$ cat src/rtl/mul_div_unit.sv
// Iterative 32x32 multiply / divide unit: 32-cycle shift-add or restoring divide, FIX, then DONE.
// Define MULDIV_SIGNED_EN for two's-complement operands; default build is unsigned.
module mul_div_unit (
  input  logic        Clock,
  input  logic        Reset,
  input  logic        Start,
  input  logic [4:0]  ALUCode,
  input  logic [31:0] Y,
  input  logic [31:0] BusMuxOut,
  output logic        Busy,
  output logic        Done,
  output logic [31:0] ZHigh,
  output logic [31:0] ZLow,
  output logic        DivByZero
);

  localparam logic [4:0] OP_MUL = 5'd16;
  localparam logic [4:0] OP_DIV = 5'd15;

  typedef enum logic [2:0] {IDLE, MUL, DIV, FIX, DONE} state_t;

  state_t      state_reg, state_next;
  logic [4:0]  count_reg;
  logic [63:0] acc_reg;
  logic [31:0] opnd_reg;
  logic [31:0] dividend_reg;
  logic        is_div_reg;
  logic        dbz_reg;
  logic        neg_a_reg;
  logic        neg_b_reg;
  logic [31:0] zhigh_reg;
  logic [31:0] zlow_reg;
  logic        div_by_zero_reg;

  logic        start_ok;
  logic        start_div;
  logic        y_neg;
  logic        b_neg;
  logic [31:0] y_mag;
  logic [31:0] b_mag;

  assign start_div = (ALUCode == OP_DIV);
  assign start_ok  = Start && ((ALUCode == OP_MUL) || start_div);

`ifdef MULDIV_SIGNED_EN
  assign y_neg = Y[31];
  assign b_neg = BusMuxOut[31];
`else
  assign y_neg = 1'b0;
  assign b_neg = 1'b0;
`endif

  assign y_mag = y_neg ? (~Y + 32'd1) : Y;
  assign b_mag = b_neg ? (~BusMuxOut + 32'd1) : BusMuxOut;

  always_ff @(posedge Clock) begin
    if (Reset) state_reg <= IDLE;
    else       state_reg <= state_next;
  end

  always_comb begin
    state_next = state_reg;
    case (state_reg)
      IDLE:     if (start_ok) state_next = start_div ? DIV : MUL;
      MUL, DIV: if (count_reg == 5'd31) state_next = FIX;
      FIX:      state_next = DONE;
      DONE:     state_next = IDLE;
      default:  state_next = IDLE;
    endcase
  end

  assign Busy = (state_reg != IDLE);
  assign Done = (state_reg == DONE);

  // One iteration of each algorithm; acc holds {partial, operand bits still to consume}.
  logic [32:0] mul_sum;
  logic [63:0] mul_next;
  logic [32:0] div_shift;
  logic [32:0] div_diff;
  logic [63:0] div_next;

  always_comb begin
    mul_sum   = {1'b0, acc_reg[63:32]} + {1'b0, (acc_reg[0] ? opnd_reg : 32'd0)};
    mul_next  = {mul_sum, acc_reg[31:1]};
    div_shift = acc_reg[63:31];
    div_diff  = div_shift - {1'b0, opnd_reg};
    // Borrow out of bit 32 means the shifted remainder was smaller than the divisor.
    if (div_diff[32]) div_next = {div_shift[31:0], acc_reg[30:0], 1'b0};
    else              div_next = {div_diff[31:0], acc_reg[30:0], 1'b1};
  end

  logic        sign_xor;
  logic [63:0] prod_fix;
  logic [31:0] quo_fix;
  logic [31:0] rem_fix;
  logic [31:0] fix_hi;
  logic [31:0] fix_lo;

  always_comb begin
    sign_xor = neg_a_reg ^ neg_b_reg;
    prod_fix = sign_xor ? (~acc_reg + 64'd1) : acc_reg;
    quo_fix  = sign_xor ? (~acc_reg[31:0] + 32'd1) : acc_reg[31:0];
    rem_fix  = neg_a_reg ? (~acc_reg[63:32] + 32'd1) : acc_reg[63:32];
    fix_hi   = prod_fix[63:32];
    fix_lo   = prod_fix[31:0];
    if (is_div_reg) begin
      // Divide-by-zero reports the original dividend regardless of sign handling.
      fix_hi = dbz_reg ? dividend_reg : rem_fix;
      fix_lo = dbz_reg ? 32'hFFFF_FFFF : quo_fix;
    end
  end

  always_ff @(posedge Clock) begin
    if (Reset) begin
      count_reg       <= '0;
      acc_reg         <= '0;
      opnd_reg        <= '0;
      dividend_reg    <= '0;
      is_div_reg      <= 1'b0;
      dbz_reg         <= 1'b0;
      neg_a_reg       <= 1'b0;
      neg_b_reg       <= 1'b0;
      zhigh_reg       <= '0;
      zlow_reg        <= '0;
      div_by_zero_reg <= 1'b0;
    end else begin
      case (state_reg)
        IDLE: if (start_ok) begin
          count_reg    <= '0;
          acc_reg      <= {32'd0, (start_div ? y_mag : b_mag)};
          opnd_reg     <= start_div ? b_mag : y_mag;
          dividend_reg <= Y;
          is_div_reg   <= start_div;
          dbz_reg      <= start_div && (BusMuxOut == 32'd0);
          neg_a_reg    <= y_neg;
          neg_b_reg    <= b_neg;
        end
        MUL: begin
          acc_reg   <= mul_next;
          count_reg <= count_reg + 5'd1;
        end
        DIV: begin
          acc_reg   <= div_next;
          count_reg <= count_reg + 5'd1;
        end
        FIX: begin
          zhigh_reg       <= fix_hi;
          zlow_reg        <= fix_lo;
          div_by_zero_reg <= dbz_reg;
        end
        default: ;
      endcase
    end
  end

  assign ZHigh     = zhigh_reg;
  assign ZLow      = zlow_reg;
  assign DivByZero = div_by_zero_reg;

endmodule
$ cat config.mk
export PLATFORM = sky130hd
export DESIGN_NAME = mul_div_unit
export DESIGN_NICKNAME = d
export VERILOG_FILES = /design/src/rtl/mul_div_unit.sv
export SDC_FILE = /design/constraint.sdc
export NUM_CORES = 1
export LEC_CHECK = 0
export CORE_MARGIN = 4
export CORE_UTILIZATION = 57
export DETAILED_ROUTE_END_ITERATION = 8
export PLACE_DENSITY_LB_ADDON = 0.1
export SYNTH_ARGS = -nofsm -noshare
export SYNTH_HDL_FRONTEND = slang
export SYNTH_SLANG_ARGS = --single-unit
$ cat constraint.sdc
create_clock -name Clock -period 4 [get_ports Clock]
set_input_delay 0.8 -clock Clock [delete_from_list [all_inputs] [get_ports Clock]]
set_output_delay 0.8 -clock Clock [all_outputs]
set_load 0.02 [all_outputs]
Word level (Yosys, flattened, before mapping)
Index checks and enable logic that the tools add are counted.

Register bits: 203. Latch bits: 0. Bits in writable memories: 0. Memory bits (read-only): 0. Input port bits: 72. Output and inout bits: 67. Logic and storage cells: 51. Memories: 0.

Add/subtract/negate cells: 3. Multiply operators: 0. Div/mod/pow operators: 0. Order comparisons: 0. Equality and inequality tests: 9. Shift-type cells: 0. Muxes and demuxes: 16. Bitwise logic cells: 0. Reductions and logical operators: 13.

Operators by type and width (number): $mux W32 (7); $pmux W64 S3 (1); $mux W64 (2); $add A32 B32 Y33 (1); $sub A33 B32 Y33 (1); $logic_not A32 Y1 (1); $eq A5 B5 Y1 const B (2); $pmux W5 S2 (1); $pmux W3 S3 (1); $reduce_and A2 Y1 (4); $eq A3 B2 Y1 const B (2); $mux W3 (2); $reduce_bool A3 Y1 (2); $add A5 B1 Y5 const B (1); $eq A5 B4 Y1 const B (1); $mux W5 (1); $eq A3 B1 Y1 const B (1); $eq A3 B3 Y1 const B (1); $logic_not A3 Y1 (1); $logic_and A1 B1 Y1 (2); $mux W2 (1); $ne A2 B1 Y1 const B (1); $ne A2 B2 Y1 const B (1); $reduce_bool A2 Y1 (1); 2 further kinds (2).

Logic depth before layout (Yosys ltp)
Word-level depth: 5. Mapped depth: 15.

Worst setup path before layout
No wires, ideal clock.

Kind: register to register. Start: reg acc_reg[0]. End: reg acc_reg[59]. Arrival time: 3130 ps. Path slack: 748 ps. Stages on the path, launching flop included: 16. Buffers on the path: 1. Clock period less this slack: 3252 ps. Path through: dfxtp_1 -> clkbuf_1 -> and2_1 -> ha_1 -> inv_1 -> fa_1 -> nand2b_1 -> a21oi_1 -> o21ai_1 -> a31oi_1 -> a2111oi_1 -> nor3_1 -> a21o_1 -> a311oi_1 -> a211oi_1 -> a21oi_1.

Longest elaborated chain between the ends: 3.

RTL lines: from (decl) (line 24) `logic [63:0] acc_reg;`; from (signal assigned) (line 130) `acc_reg <= {32'd0, (start_div ? y_mag : b_mag)};`; from (signal assigned) (line 139) `acc_reg <= mul_next;`; from (signal assigned) (line 143) `acc_reg <= div_next;`; $mux W32 (line 83) `mul_sum = {1'b0, acc_reg[63:32]} + {1'b0, (acc_reg[0] ? opnd_reg : 32'd0)};`; $add A32 B32 Y33 (line 83); $pmux W64 S3 (line 127) `case (state_reg)`.

No other way between the ends. A chain may end at the register's enable or synchronous reset.

Final worst setup path
Start: reg acc_reg[31]. End: reg acc_reg[35].

Longest elaborated chain between the ends: 3.

RTL lines: $sub A33 B32 Y33 (line 86) `div_diff = div_shift - {1'b0, opnd_reg};`; $mux W64 (line 88) `if (div_diff[32]) div_next = {div_shift[31:0], acc_reg[30:0], 1'b0};`; $pmux W64 S3 (line 127).

No other way between the ends.

==> results.md <==
- Result of the run: finished clean
- Slew Viols, Final: 0
- Core Footprint: 21300 um2
- Reg2reg end: acc_reg[35]
- Synth top cells by count: nand2_1 (215), dfxtp_1 (203), nor2_1 (175)
- Worst Tran Pin Value: 1.19 ns
- Die H: 156 um
- Reg clk slew, reported paths: 0.06 ns
- Netlist Area Pre-Place: 12500 um2
- Most frequent cell after synthesis: nand2_1
- Worst R2R Start: acc_reg[31]
- H-tree depth: 1
- Max_slew headroom: 20.4%
- Starting density of the core: 58.8%
- Critical Path Slowest Stage Cell: or3_1
- Die Width: 156 um
- Clk buf depth: 3
- Final WL: 39600 um
- Number of global-route vias before repair: 12139
- Largest net degree at the start of global routing: 201
- Worst-path maximum fanout: 31
- DRC Markers: 0
- PwrDens: 339 nW/um2
- Pre-CTS WS: 0.222 ns
- Worst Skew: 0.0138 ns
- Clock sink total: 203
- CTS tree: built
- Synth top area cells: dfxtp_1 (32%), ha_1 (6.6%), nand2_1 (6.4%)
- Iter 0 DRT Violations: 1358
- Post-CTS Hold Buffers: 0
- Antenna-violating nets left: 0
- Final Hold Viols: 0
- Crit path kind: reg -> reg
- Clk_lat worst skew: 0.51 ns
- Synth top area share: 32.5%
- # diodes: 0
- Dpl hpwl: 28500 um
- Gr ovfl total: 0
- Crit. End Element: flip-flop
- EDFF count, synth: 0
- Reg-to-reg slack, setup: 0.26 ns
- Pre-antenna DRT Iters: 6
- Post-synth ARST share: 0%
- Tcrit/Tclk final: 93.5%
- Levels on crit path: 14
- Seq cells post-synth: 203
- Average size of a mapped cell: 7.78 um2
- LEAKAGE: 5.46 nW
- Largest stage delay, worst path: 0.54 ns
- Reg2Reg Depth: 14
- Final setup viols: 0
- YS warnings: 0
- Die area: 24400 um2
- CTS Buf Count: 22
- Cells after Synth: 1609
- Cell chain of the critical path: inv_1 -> ha_1 -> fa_1 -> nand2b_1 -> a21oi_2 -> o2111ai_2 -> a21oi_2 -> o31a_4 -> nor4_4 -> or3_1 -> buf_12 -> and3_1 -> o21ai_0 -> a21oi_1
- Clock period minus worst slack: 3.74 ns
- Gr usage total: 31.5%
- Seq/Total Area, Yosys: 32.5%
- Largest area contributor in the netlist: dfxtp_1
- Synthesis-to-finish area growth: 18.1%
- Crit path DAT: 4.07 ns
- Syn_nets: 1749
- Unrepaired setup endpoints after global routing: no
- Ys flop type: dfxtp_1
- CP endpoint: acc_reg[35]
- CP startpoint: acc_reg[31]
- Bufs and invs on worst path: 2
- Vias per cell: 6.41
- Via Count: 12608
- Post-Place Cell Area: 14000 um2
- # IOs: 139
- Final instance area: 14800 um2
- RePlAce Congestion: 0.954
- Setup crit start kind: flip-flop
- Hold WC Path Type: reg -> reg
- Setup ws final: 0.260 ns
- Worst EP required: 4.33 ns
- Fmax: 267 MHz
- Max Cap Viol: 0
- Setup Buffers After CTS: 0
- Global-route wire length before repair: 63900 um
- Antenna violations before repair: 1
- FP Rows: 53
- Total Neg Setup Slack: 0 ns
- Routed len/inst: 20.1 um
- Port Buffers: 138
- Final Core Density: 69.5%
- Top cell by count, worst path: a21oi_2
- Nets@finish: 1819
- Yosys cell types: 76
- Root buf cell: clkbuf_16
- Hold_ws: 0.457 ns
- Crit path max-delay family: compound AO/OA/AOI/OAI gates
- VDD IR max: 298 uV
- Max FFs per register: 64
- Share of cells above drive strength 1: 6.14%
-- worst min-delay path: stages, from the launching register on --
cell and delay (ns):
dfxtp_1 0.31, nand2_1 0.05, a21oi_1 0.05
-- cell usage in the layout, fill, tap and decap left out, types with 10 or more instances in the layout --
cell type and count:
nand2_1 214, dfxtp_1 202, nor2_1 172, clkdlybuf4s50_1 137, a21oi_1 122, nor3_1 78
a311oi_1 67, ha_1 66, inv_1 56, a211oi_1 44, o21ai_0 43, mux2i_1 39
and3_1 36, and2_1 35, a222oi_1 31, a21o_1 29, xnor2_1 29, a22oi_1 25
clkbuf_16 23, buf_4 20, xor2_1 17, nand3_1 15, a31oi_1 13, or3_1 10
nor4_1 10
-- stage by stage --
stage	total power, mW	std cells
after floorplan	2.67	1609
after global placement	2.92	1930
after detailed placement	2.93	1930
after CTS	5.01	1968
after global routing	5.18	1968
final	5.01	1968
-- metal layers --
metal	track usage (%)	part of all wire (%)	vias to the layer above
met1	47.1	45	5952
met3	5.59	9.7	60
li1	-	-	6000
met5	0	0.033	-
met2	48.1	43	594
met4	6.32	1.8	2
-- area by class of cell --
class | instances | area (um2)
multi-input cells | 1235 | 7840
fillers | 1810 | 6500
flip-flops and latches | 203 | 4070
repair buffers | 161 | 1590
clock buffers | 30 | 642
well taps | 275 | 344
inverters | 56 | 210
clock inverters | 8 | 98.8
-- cells by family after synthesis --
family,count (synthesis),share of synthesized area (%)
DFF,203,32.5
and+or+nand+nor,616,22.3
buffers and inverters,171,5.44
adders and majority gates,68,6.92
AOI/OAI and AO/OA,465,26.4
muxes,40,3.21
xor gates and xnor gates,46,3.22
-- worst min path at each step --
stage	start	to	slack, ns	cells after the start
finish	dividend_reg[1]	dividend_reg[1]	0.46	2
global route	dividend_reg[28]	dividend_reg[28]	0.47	2
CTS	dividend_reg[4]	dividend_reg[4]	0.46	2
detailed placement	dividend_reg[4]	dividend_reg[4]	0.45	2
global placement	dividend_reg[12]	dividend_reg[12]	0.44	2
floorplan	dividend_reg[0]	dividend_reg[0]	0.43	2
-- report_power, final --
part           internal (mW)  leakage, nW  switching, mW  total (mW)
clock                   1.25        0.360          0.844        2.10
combinational          0.332         3.46          0.477       0.809
sequential              2.06         1.64         0.0458        2.10
total                   3.64         5.46           1.37        5.01
-- timing repair --
item / CTS / global route
endpoints found under the hold margin: 0 / 0
setup endpoints to repair: 0 / 6
resized for setup: 0 / 2
Power figures use the tool's default switching activity.
